[src/rtl/machine_pkg.sv]
// Shared types and constants for the seven-segment digit scanner.
package machine_pkg;

  localparam int NDIGITS = 4;
  localparam int NIB_W   = 4;
  localparam int VAL_W   = NDIGITS * NIB_W;
  localparam int IDX_W   = $clog2(NDIGITS);

  localparam logic [NDIGITS-1:0] AN_OFF = 4'hF;

  typedef enum logic {
    BLANK = 1'b0,
    DRIVE = 1'b1
  } slot_state_e;

  function automatic logic [NIB_W-1:0] nibble(input logic [VAL_W-1:0] v,
                                              input logic [IDX_W-1:0] k);
    return v[k*NIB_W +: NIB_W];
  endfunction

  // Active-low one-hot anode pattern for digit k.
  function automatic logic [NDIGITS-1:0] anode_on(input logic [IDX_W-1:0] k);
    return ~(NDIGITS'(1) << k);
  endfunction

endpackage

[src/rtl/machine_scan_tick.sv]
// Digit-slot timebase: counts DIV cycles per slot, flags the last cycle of
// the slot and the leading GUARD cycles that must stay blanked.
module machine_scan_tick
  import machine_pkg::*;
#(
  parameter int DIV   = 50000,
  parameter int GUARD = 16
) (
  input  logic clk,
  input  logic rst,
  output logic slot_end,
  output logic in_guard
);

  localparam int CNT_W = (DIV > 1) ? $clog2(DIV) : 1;

  logic [CNT_W-1:0] cnt_q;
  logic [CNT_W-1:0] cnt_d;

  always_comb begin
    slot_end = (cnt_q == CNT_W'(DIV - 1));
    // Signed int compare so GUARD=0 simply never blanks.
    in_guard = (int'(cnt_q) < GUARD);
    cnt_d    = slot_end ? '0 : cnt_q + CNT_W'(1);
  end

  // NOTE: sequential state uses non-blocking assignments so every flop samples
  // pre-edge values regardless of process ordering.
  always_ff @(posedge clk or posedge rst) begin
    if (rst) begin
      cnt_q <= '0;
    end else begin
      cnt_q <= cnt_d;
    end
  end

endmodule

[src/rtl/machine_digit_scan.sv]
// Four-digit multiplexed display scanner with pending/shadow value buffering
// and guard blanking. Define MACHINE_SCAN_LZB_EN for leading-zero blanking.
module machine_digit_scan
  import machine_pkg::*;
#(
  parameter int DIV   = 50000,
  parameter int GUARD = 16
) (
  input  logic               clk,
  input  logic               rst,
  input  logic [VAL_W-1:0]   value,
  input  logic               load,
  input  logic [NDIGITS-1:0] dp_mask,
  output logic [NIB_W-1:0]   ds,
  output logic [NDIGITS-1:0] an,
  output logic               dp_n,
  output logic               frame
);

  logic        slot_end;
  logic        in_guard;
  slot_state_e slot_state;
  logic        suppress;

  logic [IDX_W-1:0]   idx_q,     idx_d;
  logic [VAL_W-1:0]   pend_v_q,  pend_v_d;
  logic [NDIGITS-1:0] pend_dp_q, pend_dp_d;
  logic [VAL_W-1:0]   shad_v_q,  shad_v_d;
  logic [NDIGITS-1:0] shad_dp_q, shad_dp_d;
  logic [NIB_W-1:0]   ds_q,      ds_d;
  logic [NDIGITS-1:0] an_q,      an_d;
  logic               dp_n_q,    dp_n_d;
  logic               frame_q,   frame_d;

  machine_scan_tick #(
    .DIV   (DIV),
    .GUARD (GUARD)
  ) u_tick (
    .clk      (clk),
    .rst      (rst),
    .slot_end (slot_end),
    .in_guard (in_guard)
  );

  assign slot_state = in_guard ? BLANK : DRIVE;

`ifdef MACHINE_SCAN_LZB_EN
  // Digit k>0 is dark when it and every more significant nibble are zero.
  always_comb begin
    suppress = (idx_q != '0) && ((shad_v_q >> (NIB_W * idx_q)) == '0);
  end
`else
  assign suppress = 1'b0;
`endif

  // NOTE: every combinational output gets a default first, so no path can
  // leave a value unassigned and infer a latch.
  always_comb begin
    idx_d     = idx_q;
    pend_v_d  = pend_v_q;
    pend_dp_d = pend_dp_q;
    shad_v_d  = shad_v_q;
    shad_dp_d = shad_dp_q;
    frame_d   = 1'b0;
    ds_d      = nibble(shad_v_q, idx_q);
    an_d      = AN_OFF;
    dp_n_d    = 1'b1;

    if (load) begin
      pend_v_d  = value;
      pend_dp_d = dp_mask;
    end

    if (slot_end) begin
      idx_d = idx_q + IDX_W'(1);
      if (idx_q == IDX_W'(NDIGITS - 1)) begin
        // A load on the wrap edge bypasses the pending register.
        shad_v_d  = load ? value   : pend_v_q;
        shad_dp_d = load ? dp_mask : pend_dp_q;
        frame_d   = 1'b1;
      end
    end

    if (slot_state == DRIVE && !suppress) begin
      an_d   = anode_on(idx_q);
      dp_n_d = ~shad_dp_q[idx_q];
    end
  end

  always_ff @(posedge clk or posedge rst) begin
    if (rst) begin
      idx_q     <= '0;
      pend_v_q  <= '0;
      pend_dp_q <= '0;
      shad_v_q  <= '0;
      shad_dp_q <= '0;
      ds_q      <= '0;
      an_q      <= AN_OFF;
      dp_n_q    <= 1'b1;
      frame_q   <= 1'b0;
    end else begin
      idx_q     <= idx_d;
      pend_v_q  <= pend_v_d;
      pend_dp_q <= pend_dp_d;
      shad_v_q  <= shad_v_d;
      shad_dp_q <= shad_dp_d;
      ds_q      <= ds_d;
      an_q      <= an_d;
      dp_n_q    <= dp_n_d;
      frame_q   <= frame_d;
    end
  end

  assign ds    = ds_q;
  assign an    = an_q;
  assign dp_n  = dp_n_q;
  assign frame = frame_q;

endmodule

[config.mk]
export PLATFORM = sky130hd
export DESIGN_NAME = machine_digit_scan
export DESIGN_NICKNAME = d
export VERILOG_FILES = /design/src/rtl/machine_pkg.sv /design/src/rtl/machine_scan_tick.sv /design/src/rtl/machine_digit_scan.sv
export SDC_FILE = /design/constraint.sdc
export NUM_CORES = 1
export LEC_CHECK = 0
export CAP_MARGIN = 20
export CORE_ASPECT_RATIO = 1.5
export CORE_MARGIN = 1
export CORE_UTILIZATION = 54
export CTS_CLUSTER_SIZE = 20
export DETAILED_ROUTE_END_ITERATION = 8
export GPL_TIMING_DRIVEN = 0
export PLACE_DENSITY = 0.77
export RECOVER_POWER = 50
export SETUP_SLACK_MARGIN = 0.02
export SLEW_MARGIN = 20
export SYNTH_ARGS = -nofsm -noshare
export SYNTH_HDL_FRONTEND = slang
export SYNTH_SLANG_ARGS = --single-unit
[constraint.sdc]
create_clock -name clk -period 6.97 [get_ports clk]
set_clock_uncertainty 0.1 [all_clocks]
set_input_delay 1.394 -clock clk [delete_from_list [all_inputs] [get_ports clk]]
set_output_delay 1.394 -clock clk [all_outputs]
set_load 0.05 [all_outputs]
==> results of run 1 <==
## flip-flops by register name, indices dropped and copies added (netlist names)
register      flops
an                4
dp_n              1
ds                4
frame             1
idx_q             2
pend_dp_q         4
pend_v_q         16
shad_dp_q         4
shad_v_q         16
u_tick.cnt_q     16
## cells in the mapped netlist
master | instances | area, um^2
nor2_1 | 12 | 45.0
and3_4 | 1 | 11.3
xor2_1 | 5 | 43.8
a21bo_2 | 1 | 10.0
o31ai_1 | 1 | 7.51
and3_1 | 1 | 6.26
nor4_4 | 1 | 21.3
or4_1 | 1 | 7.51
clkbuf_1 | 4 | 15.0
dfstp_2 | 5 | 131
buf_12 | 2 | 40.0
mux2i_1 | 1 | 10.0
buf_2 | 1 | 5.00
nor2b_1 | 1 | 6.26
ha_1 | 5 | 62.6
mux2_2 | 21 | 236
nor4_1 | 2 | 12.5
and2_2 | 1 | 7.51
mux2_4 | 19 | 285
inv_1 | 6 | 22.5
or4_4 | 1 | 11.3
nor3_1 | 4 | 20.0
or2_2 | 1 | 6.26
a21oi_1 | 1 | 5.00
dfrtp_1 | 63 | 1580
mux4_2 | 5 | 113
o21ai_0 | 1 | 5.00
nand4_1 | 3 | 18.8
xnor2_1 | 8 | 70.1
nand2_1 | 7 | 26.3
nand3_1 | 9 | 45.0
## worst register-to-register path, cell delays in order (launching register included)
cell and delay [ns]:
dfrtp_1 0.41, or4_1 0.54, nor4_1 0.55, and3_4 0.37, buf_12 0.16, mux2_4 0.31
## through the flow
step / util / power [mW] / cells
floorplan: - / 0.438 / 194
global route: 0.687 / 0.859 / 310
CTS: 0.691 / 0.834 / 310
finish: 0.687 / 0.825 / 310
global placement: 0.640 / 0.454 / 293
detailed placement: 0.646 / 0.458 / 294
## cell type report
type / count / area [um^2]
sequential: 68 / 1710
multi-input combinational: 113 / 1070
inverter: 6 / 23.8
fill: 387 / 1600
timing repair buffer: 32 / 338
clock inverter: 5 / 100
clock buffer: 11 / 131
tap: 68 / 85.1
buffer: 7 / 60.1
## cell families (layout without fill, tap and decap cells)
| kind of cell | Yosys count | count (layout) | synth area share |
|---|---|---|---|
| simple gates | 45 | 45 | 0.0850 |
| compound gates | 4 | 4 | 0.00954 |
| buf+inv | 13 | 61 | 0.0286 |
| flops | 68 | 68 | 0.592 |
| fa+ha+maj | 5 | 5 | 0.0217 |
| xor+xnor | 13 | 13 | 0.0395 |
| mux | 46 | 46 | 0.223 |
## where the power goes
group / switching, mW / internal (mW) / total (mW)
logic: 0.0178 / 0.0229 / 0.0407
registers: 0.00254 / 0.406 / 0.409
clock network: 0.138 / 0.237 / 0.375
total: 0.159 / 0.666 / 0.825
## placed cells by master (no fill, tap or decap), drive strengths merged
cell type / count
nand3: 9
o21ai: 1
clkdlybuf4s50: 30
nor3: 4
inv: 5
or2: 1
nor2b: 1
mux4: 5
buf: 4
dlygate4sd3: 1
xnor2: 8
nand4: 3
o31ai: 1
bufinv: 3
xor2: 5
clkinvlp: 1
dfrtp: 63
nor2: 12
and2: 1
mux2i: 1
clkinv: 2
nand2: 7
or4: 2
and3: 2
ha: 5
nor4: 3
mux2: 40
a21bo: 1
a21oi: 1
clkbuf: 15
dfstp: 5
## layer usage
layer,global-route usage,vias to the layer above
li1,-,763
met1,0.256,812
met2,0.303,38
met3,0.0783,9
met4,0.0778,0
met5,0,-
## worst paths after layout
path | start | endpoint | slack, ns | cells after the start
max in group asynchronous | rst | dp_n$_DFF_PP1_ | 4.73 | 3
min reg2reg | u_tick.cnt_q[0]$_DFF_PP0_ | u_tick.cnt_q[0]$_DFF_PP0_ | 0.39 | 1
max | an[1]$_DFF_PP1_ | an[1] | 3.84 | 1
min in group asynchronous | rst | pend_v_q[12]$_DFF_PP0_ | 1.39 | 2
max reg2reg | u_tick.cnt_q[10]$_DFF_PP0_ | shad_v_q[2]$_DFFE_PP0P_ | 4.42 | 5
min | u_tick.cnt_q[0]$_DFF_PP0_ | u_tick.cnt_q[0]$_DFF_PP0_ | 0.39 | 1
==> summary.txt, run 1 <==
Status
  • Run status: complete, no violations

Setup path
  • Critical path's top delay family: buffers and inverters
  • Worst Path Arrival: 1.64 ns
  • Worst setup SP type: flop
  • Worst-path fanout max: 1
  • Crit-path cells: clkdlybuf4s50_1
  • CP max stage cell: clkdlybuf4s50_1
  • CP Data Required Time: 5.48 ns
  • CP peak stage delay: ~0.79 ns
  • Crit path kind: reg2out
  • Critical path buffers and inverters: 1
  • Critical path capture point type: output pin

Die
  • Die area: 0.00564 mm^2
  • Die X: 61.7 um
  • Initial core utilization: 0.563
  • Core Area: roughly 0.0051 mm^2
  • Num ports: 33
  • Chip height: slightly above 90 um
  • Num rows: 32

Placed design
  • Placement Setup Slack: 4.18 ns
  • PortBufs: 31
  • Dpl hpwl: 3150 um
  • DP Area: 0.00331 mm^2
  • RePlAce Congestion: 0.828

Clocking
  • Resize count post-CTS: 0
  • CTS tree: done
  • Hold-fix buffers, CTS: 0
  • Clk buf depth: 2
  • Reg clk slew, reported paths: about 0.070 ns
  • Root buffer cell: clkbuf_8
  • Clk_lat worst skew: 0.33 ns
  • # clock sinks: 68
  • CTS H-tree lvls: 3
  • Post-CTS setup buffer count: 0
  • CTS Buf Count: 9

Drt
  • Vias per Instance: 5.23
  • Pre-antenna DRT Iters: 6
  • Met2 routed WL: between 2000 and 2500 um
  • WL met1: 2040 um
  • WL met3: 213 um
  • Routed vias: roughly 1600
  • Initial DRC count: 59
  • Drt total wl: 4620 um
  • Top routing layer in use: met4
  • Routed wire length per instance: 14.9 um
  • Post-route antenna net violation count: 0
  • DRC: 0

Synthesis
  • Yosys reg bits: 68
  • Mean Syn Cell Area: 14.9 um^2
  • Synth cell types: 31
  • Post-synthesis cell count: 194
  • Mapped Area: 0.00288 mm^2
  • Seq/Total Area, Yosys: 0.592
  • Yosys warning count: 0
  • Net count of the mapped netlist: ~220

Cells and area
  • Layout cells sized above 1: 0.302
  • Layout Nets: 265
  • Ant diodes: 0
  • Area grow syn2layout: 22.1%
  • Final Cell Area: 0.00352 mm^2

STA
  • Final Critical Period: 3.13 ns
  • Final period utilization: 0.450
  • # setup viols final: 0
  • Pins Over Slew Limit: 0
  • Max frequency: 0.319 GHz
  • Slew HR: 0.529
  • Worst-Margin Slew: 0.700 ns
  • Hold Violations, Final: 0
  • Post-route setup slack: around 3.8 ns
  • RSZ-0062 raised after global routing: no
  • Fin Hold WS: 0.390 ns
  • Final setup TNS: 0 ns

Global routing
  • Total track usage: 0.201
  • Total grt overflow: 0
  • Number of global-route vias before repair: 1729
  • Largest net degree at the start of global routing: 62
  • Antenna violations before repair: 0
  • Global-route wire length before repair: 7980 um

Power and ir drop
  • Worst VDD drop: 185 uV
  • Leakage: 1.56 nW
  • Power per cell area: 234 mW/mm^2

Flow run
  • Maxcap violations: 0

Min path
  • Worst hold-check path type: reg2reg
Power figures use the tool's default switching activity.
==> inputs of run 2 (changes only) <==
==> constraint.sdc (replaced) <==
create_clock -name clk -period 2.9 [get_ports clk]
set_clock_uncertainty 0.1 [all_clocks]
set_input_delay 0.58 -clock clk [delete_from_list [all_inputs] [get_ports clk]]
set_output_delay 0.58 -clock clk [all_outputs]
set_load 0.05 [all_outputs]
==> summary.txt, run 2 (synthesis gave the netlist of run 1 again) <==
Global routing
  • Total track usage: 0.201 (unchanged)
  • Largest net degree at the start of global routing: 62 (unchanged)
  • Total grt overflow: 0 (unchanged)
  • Global-route wire length before repair: 7980 um (unchanged)
  • Antenna violations before repair: 0 (unchanged)
  • Number of global-route vias before repair: 1729 (unchanged)

Setup path
  • CP max stage cell: clkdlybuf4s50_1
  • Crit path kind: reg2out
  • Critical path's top delay family: buffers and inverters
  • CP peak stage delay: 0.79 ns (about the same)
  • Worst setup SP type: flop
  • Worst-path fanout max: 1 (unchanged)
  • Crit-path cells: clkdlybuf4s50_1
  • Critical path capture point type: output pin
  • Critical path buffers and inverters: 1 (unchanged)
  • Worst Path Arrival: 1.64 ns (about the same)
  • CP Data Required Time: 2.22 ns (-3.26 ns)

Die
  • Die X: 61.7 um (unchanged)
  • Die area: 0.00564 mm^2 (unchanged)
  • Num ports: 33 (unchanged)
  • Core Area: 0.00512 mm^2 (unchanged)
  • Num rows: 32 (unchanged)
  • Initial core utilization: 0.563 (unchanged)
  • Chip height: 91.5 um (unchanged)

STA
  • Fin Hold WS: 0.384 ns (-0.00562 ns)
  • Worst-Margin Slew: 0.627 ns (-0.0739 ns)
  • Final Critical Period: 2.32 ns
  • Final period utilization: 0.800
  • Slew HR: 0.582 (+0.0536)
  • Pins Over Slew Limit: 0 (unchanged)
  • Hold Violations, Final: 0 (unchanged)
  • # setup viols final: 0 (unchanged)
  • RSZ-0062 raised after global routing: no
  • Max frequency: between 0.4 and 0.5 GHz

Drt
  • Drt total wl: 4620 um (about the same)
  • Pre-antenna DRT Iters: 4 (-2)
  • DRC: 0 (unchanged)
  • Post-route antenna net violation count: 0 (unchanged)
  • Vias per Instance: 5.20 (-0.55%)
  • Initial DRC count: 69 (+17%)
  • Routed vias: 1613 (-0.55%)
  • Routed wire length per instance: 14.9 um (about the same)

Placed design
  • Dpl hpwl: 3150 um (unchanged)
  • RePlAce Congestion: 0.828 (unchanged)
  • DP Area: 0.00331 mm^2 (unchanged)
  • PortBufs: 31 (unchanged)

Clocking
  • CTS Buf Count: 9 (unchanged)
  • Resize count post-CTS: 0 (unchanged)
  • Clk_lat worst skew: 0.33 ns (about the same)
  • Root buffer cell: clkbuf_8
  • CTS H-tree lvls: 3 (unchanged)
  • CTS tree: done
  • # clock sinks: 68 (unchanged)
  • Hold-fix buffers, CTS: 0 (unchanged)
  • Post-CTS setup buffer count: 0 (unchanged)
  • Clk buf depth: 2 (unchanged)
  • Reg clk slew, reported paths: 0.07 ns (about the same)

Cells and area
  • Area grow syn2layout: 22.7%
  • Most common cell after layout, fill and taps aside: dfrtp_1
  • Final Cell Area: 0.00354 mm^2 (+0.53%)
  • Ant diodes: 0 (unchanged)
  • Layout Nets: 265 (unchanged)
  • Top flop regs: pend_v_q (16), shad_v_q (16), u_tick.cnt_q (16)
  • Layout cells sized above 1: 0.302 (unchanged)
  • Final Util: 0.691 (+0.00366)
  • Most frequent cells in the layout: dfrtp_1 (63), clkdlybuf4s50_1 (30), mux2_2 (19), mux2_4 (19), nor2_1 (12)

Flow run
  • Maxcap violations: 0 (unchanged)

Status
  • Run status: complete, no violations

Power and ir drop
  • Leakage: 1.56 nW (about the same)
  • Worst VDD drop: 441 uV (+140%)
  • Power per cell area: 559 mW/mm^2 (+140%)

Min path
  • Worst hold-check path type: reg2reg
[run 2: changes by cell type in the layout (fill, tap and decap cells not counted)]
| cell | previous run | this run |
|---|---|---|
| nor4_1 | 3 | 2 |
| mux2_2 | 21 | 19 |
| or4_1 | 2 | 1 |
| or4_4 | 0 | 1 |
| nor4_4 | 0 | 1 |
| mux2_1 | 0 | 2 |
[run 2: through the flow]
step / power [mW] / TNS [ns] / cells / worst slack (ns)
floorplan: 1.05 / 0 / 194 / 0.517
global route: 2.06 / 0 / 310 / 0.479
global placement: 1.09 / -34.24 / 293 / -0.548
CTS: 2.00 / 0 / 310 / 0.552
detailed placement: 1.10 / 0 / 294 / 0.641
finish: 1.98 / 0 / 310 / 0.579
[run 2: area by class of cell]
type / instances / area, um^2
multi-input cells: 113 / 1090
repair buffers: 32 / 338
plain buffers: 7 / 60.1
clock buffers: 11 / 131
flip-flops and latches: 68 / 1710
fillers: 383 / 1590
well taps: 68 / 85.1
inverters: 6 / 23.8
clock inverters: 5 / 100
[run 2: path summary, 6_finish.rpt]
check                      cells after the start                      start  slack (ns)                 endpoint
setup / recovery                               1            an[1]$_DFF_PP1_        0.58                    an[1]
hold / removal                                 1     pend_dp_q[0]$_DFF_PP0_        0.38   pend_dp_q[0]$_DFF_PP0_
setup reg to reg                               6  u_tick.cnt_q[0]$_DFF_PP0_        0.61  shad_v_q[2]$_DFFE_PP0P_
hold reg to reg                                1     pend_dp_q[0]$_DFF_PP0_        0.38   pend_dp_q[0]$_DFF_PP0_
max in group asynchronous                      3                        rst        1.47           dp_n$_DFF_PP1_
min in group asynchronous                      2                        rst        0.58   pend_v_q[12]$_DFF_PP0_
[run 2: metal layers]
| layer | vias to the layer above | track usage | wire, um |
|---|---|---|---|
| li1 | 761 | - | - |
| met1 | 810 | 0.256 | 2050 |
| met2 | 33 | 0.303 | 2280 |
| met3 | 9 | 0.0783 | 192 |
| met4 | 0 | 0.0778 | 93 |
| met5 | - | 0 | 0 |
[run 2: report_power, final]
group          leakage (nW)  total (mW)  internal, mW  switching (mW)
Combinational         0.569      0.0970        0.0543          0.0428
Sequential            0.873       0.982         0.976         0.00606
Clock                 0.117       0.901         0.569           0.332
Total                  1.56        1.98          1.60           0.381
==> inputs of run 3 (changes only) <==
--- a/config.mk
+++ b/config.mk
@@ -8,11 +8,11 @@
 export CAP_MARGIN = 20
 export CORE_ASPECT_RATIO = 1.5
 export CORE_MARGIN = 1
-export CORE_UTILIZATION = 54
+export CORE_UTILIZATION = 50
 export CTS_CLUSTER_SIZE = 20
 export DETAILED_ROUTE_END_ITERATION = 8
 export GPL_TIMING_DRIVEN = 0
-export PLACE_DENSITY = 0.77
+export PLACE_DENSITY = 0.75
 export RECOVER_POWER = 50
 export SETUP_SLACK_MARGIN = 0.02
 export SLEW_MARGIN = 20
==> constraint.sdc (replaced) <==
create_clock -name clk -period 1.9 [get_ports clk]
set_clock_uncertainty 0.1 [all_clocks]
set_input_delay 0.38 -clock clk [delete_from_list [all_inputs] [get_ports clk]]
set_output_delay 0.38 -clock clk [all_outputs]
set_load 0.05 [all_outputs]
==> summary.txt, run 3 (synthesis gave the netlist of run 1 again) <==
Status
  • Run status: complete, but fails checks
  • Failing checks: setup timing

Die
  • Die X: 64.0 um (+3.8%)
  • Chip height: 95.0 um (+3.8%)
  • Num ports: 33 (unchanged)
  • Core Area: 0.00549 mm^2 (+7.2%)
  • Initial core utilization: 0.525 (-0.0376)
  • Die area: 0.00608 mm^2 (+7.8%)
  • Num rows: 33 (+3.1%)

Drt
  • Drt total wl: 4930 um (+6.8%)
  • Routed wire length per instance: 15.5 um (+3.7%)
  • Initial DRC count: 42 (-39%)
  • DRC: 0 (unchanged)
  • Pre-antenna DRT Iters: 4 (unchanged)
  • Post-route antenna net violation count: 0 (unchanged)
  • Vias per Instance: 5.11 (-1.9%)
  • Routed vias: 1629 (+0.99%)

STA
  • Worst-Margin Slew: 0.748 ns (+0.121 ns)
  • Max frequency: roughly 0.48 GHz
  • Post-route setup slack: -0.183 ns (-0.762 ns)
  • Fin Hold WS: 0.383 ns (-0.00152 ns)
  • Pins Over Slew Limit: 0 (unchanged)
  • Final Critical Period: 2.08 ns
  • Slew HR: 0.499 (-0.0836)
  • # setup viols final: 20 (+20)
  • Final period utilization: 1.10
  • Hold Violations, Final: 0 (unchanged)
  • RSZ-0062 raised after global routing: yes

Global routing
  • Global-route wire length before repair: 8580 um (+7.5%)
  • Antenna violations before repair: 0 (unchanged)
  • Total grt overflow: 0 (unchanged)
  • Total track usage: 0.196 (-0.00473)
  • Largest net degree at the start of global routing: 30 (-52%)
  • Number of global-route vias before repair: 1801 (+4.2%)

Placed design
  • PortBufs: 31 (unchanged)
  • DP Area: 0.00333 mm^2 (+0.72%)
  • Placement Setup Slack: -0.379 ns (-1.02 ns)
  • Dpl hpwl: 3390 um (+7.8%)
  • Placed cell count: 297 (+1.0%)
  • RePlAce Congestion: 0.770 (-7.0%)

Clocking
  • Root buffer cell: clkbuf_8
  • Reg clk slew, reported paths: 0.07 ns (about the same)
  • CTS tree: done
  • CTS H-tree lvls: 3 (unchanged)
  • CTS Buf Count: 9 (unchanged)
  • # clock sinks: 68 (unchanged)
  • Clk_lat worst skew: 0.33 ns (about the same)
  • Hold-fix buffers, CTS: 0 (unchanged)
  • Clk buf depth: 2 (unchanged)

Min path
  • Hold depth: 1 (unchanged)
  • Worst hold-check path type: reg2reg

Setup path
  • Worst reg2reg path depth: 5 (-1)
  • Critical path capture point type: flop
  • Worst Path Arrival: 2.20 ns (+0.56 ns)
  • Crit path kind: reg2reg
  • CP Data Required Time: 2.02 ns (-0.20 ns)
  • CP max stage cell: or4_4
  • Worst setup SP type: flop
  • CP peak stage delay: 0.55 ns (-0.24 ns)
  • Worst-path fanout max: 10 (+9)
  • Crit-path cells: or4_4 > nor4_4 > and3_4 > buf_12 > mux2_4

Cells and area
  • Layout Nets: 272 (+2.6%)
  • Ant diodes: 0 (unchanged)
  • Fin cells: 319 (+2.9%)
  • Final Cell Area: 0.00358 mm^2 (+1.2%)
  • Layout cells sized above 1: 0.337 (+0.0357)
  • Most common cell after layout, fill and taps aside: dfrtp_1
  • Fillers: 403 (+5.2%)
  • Area grow syn2layout: 24.2%
  • Top flop regs: pend_v_q (16), shad_v_q (16), u_tick.cnt_q (16)
  • Most frequent cells in the layout: dfrtp_1 (63), mux2_2 (20), mux2_4 (20), clkdlybuf4s50_1 (20)
  • Area of the multi-input gates: 0.00113 mm^2 (+3.1%)
  • Reg area: 0.00171 mm^2 (unchanged)

Flow run
  • Maxcap violations: 0 (unchanged)

Power and ir drop
  • Leakage: 1.62 nW (+3.9%)
  • Power per cell area: 797 mW/mm^2 (+43%)
  • Worst VDD drop: 406 uV (-8.1%)
==> run 3: cell count changes in the layout (fill, tap and decap cells not counted), sizes merged <==
cell           previous run  this run
buf                       4         9
bufinv                    3         1
clkdlybuf4s50            30        20
clkinv                    2         0
clkdlybuf4s15             0         5
clkbuf                   15        21
dlygate4sd2               0         5
==> run 3: through the flow <==
stage / total power, mW / setup TNS, ns / utilization
2_1_floorplan: 1.61 / -3.02 / -
3_3_place_gp: 1.67 / -15.56 / 0.598
3_5_place_dp: 1.69 / -8.41 / 0.607
4_1_cts: 2.90 / -4.57 / 0.648
5_1_grt: 2.98 / -4.75 / 0.652
6_report: 2.86 / -3.35 / 0.652
==> run 3: layout make-up <==
type                            count  area share
Timing Repair Buffer               40       0.104
Tap cell                           70      0.0245
Inverter                            6     0.00664
Buffer                              6      0.0154
Multi-Input combinational cell    113       0.315
Clock buffer                       15      0.0493
Clock inverter                      1     0.00839
Sequential cell                    68       0.477
==> run 3: path summary, 6_finish.rpt <==
path	endpoint	from	slack, ns
hold reg to reg	u_tick.cnt_q[0]$_DFF_PP0_	u_tick.cnt_q[0]$_DFF_PP0_	0.38
max in group asynchronous	dp_n$_DFF_PP1_	rst	0.26
setup / recovery	shad_v_q[2]$_DFFE_PP0P_	u_tick.cnt_q[10]$_DFF_PP0_	-0.18
setup reg to reg	shad_v_q[2]$_DFFE_PP0P_	u_tick.cnt_q[10]$_DFF_PP0_	-0.18
hold / removal	u_tick.cnt_q[0]$_DFF_PP0_	u_tick.cnt_q[0]$_DFF_PP0_	0.38
min in group asynchronous	shad_v_q[2]$_DFFE_PP0P_	rst	0.48
==> run 3: timing repair <==
action / CTS / global route
resized for setup: 14 / 10
endpoints found under the setup margin: 41 / 41
gates cloned: 0 / 0
buffers inserted: 3 / 4
pin swaps: 2 / 2
==> run 3: critical path: cells and delay by family, from the launching register on <==
family	cells	cell delay, ns
muxes	1	0.30
and+or+nand+nor	3	1.02
DFF	1	0.39
buffers and inverters	1	0.16
==> run 3: metal layers <==
layer | wire length, um | vias up | GRT usage
li1 | - | 769 | -
met1 | 2090 | 826 | 0.226
met2 | 2590 | 27 | 0.327
met3 | 167 | 7 | 0.0622
met4 | 87 | 0 | 0.0966
met5 | 0 | - | 0
==> run 3: report_power, final <==
| group | switching [mW] | internal (mW) |
|---|---|---|
| registers | 0.00988 | 1.49 |
| logic | 0.0649 | 0.0800 |
| clock network | 0.494 | 0.716 |
| total | 0.569 | 2.29 |
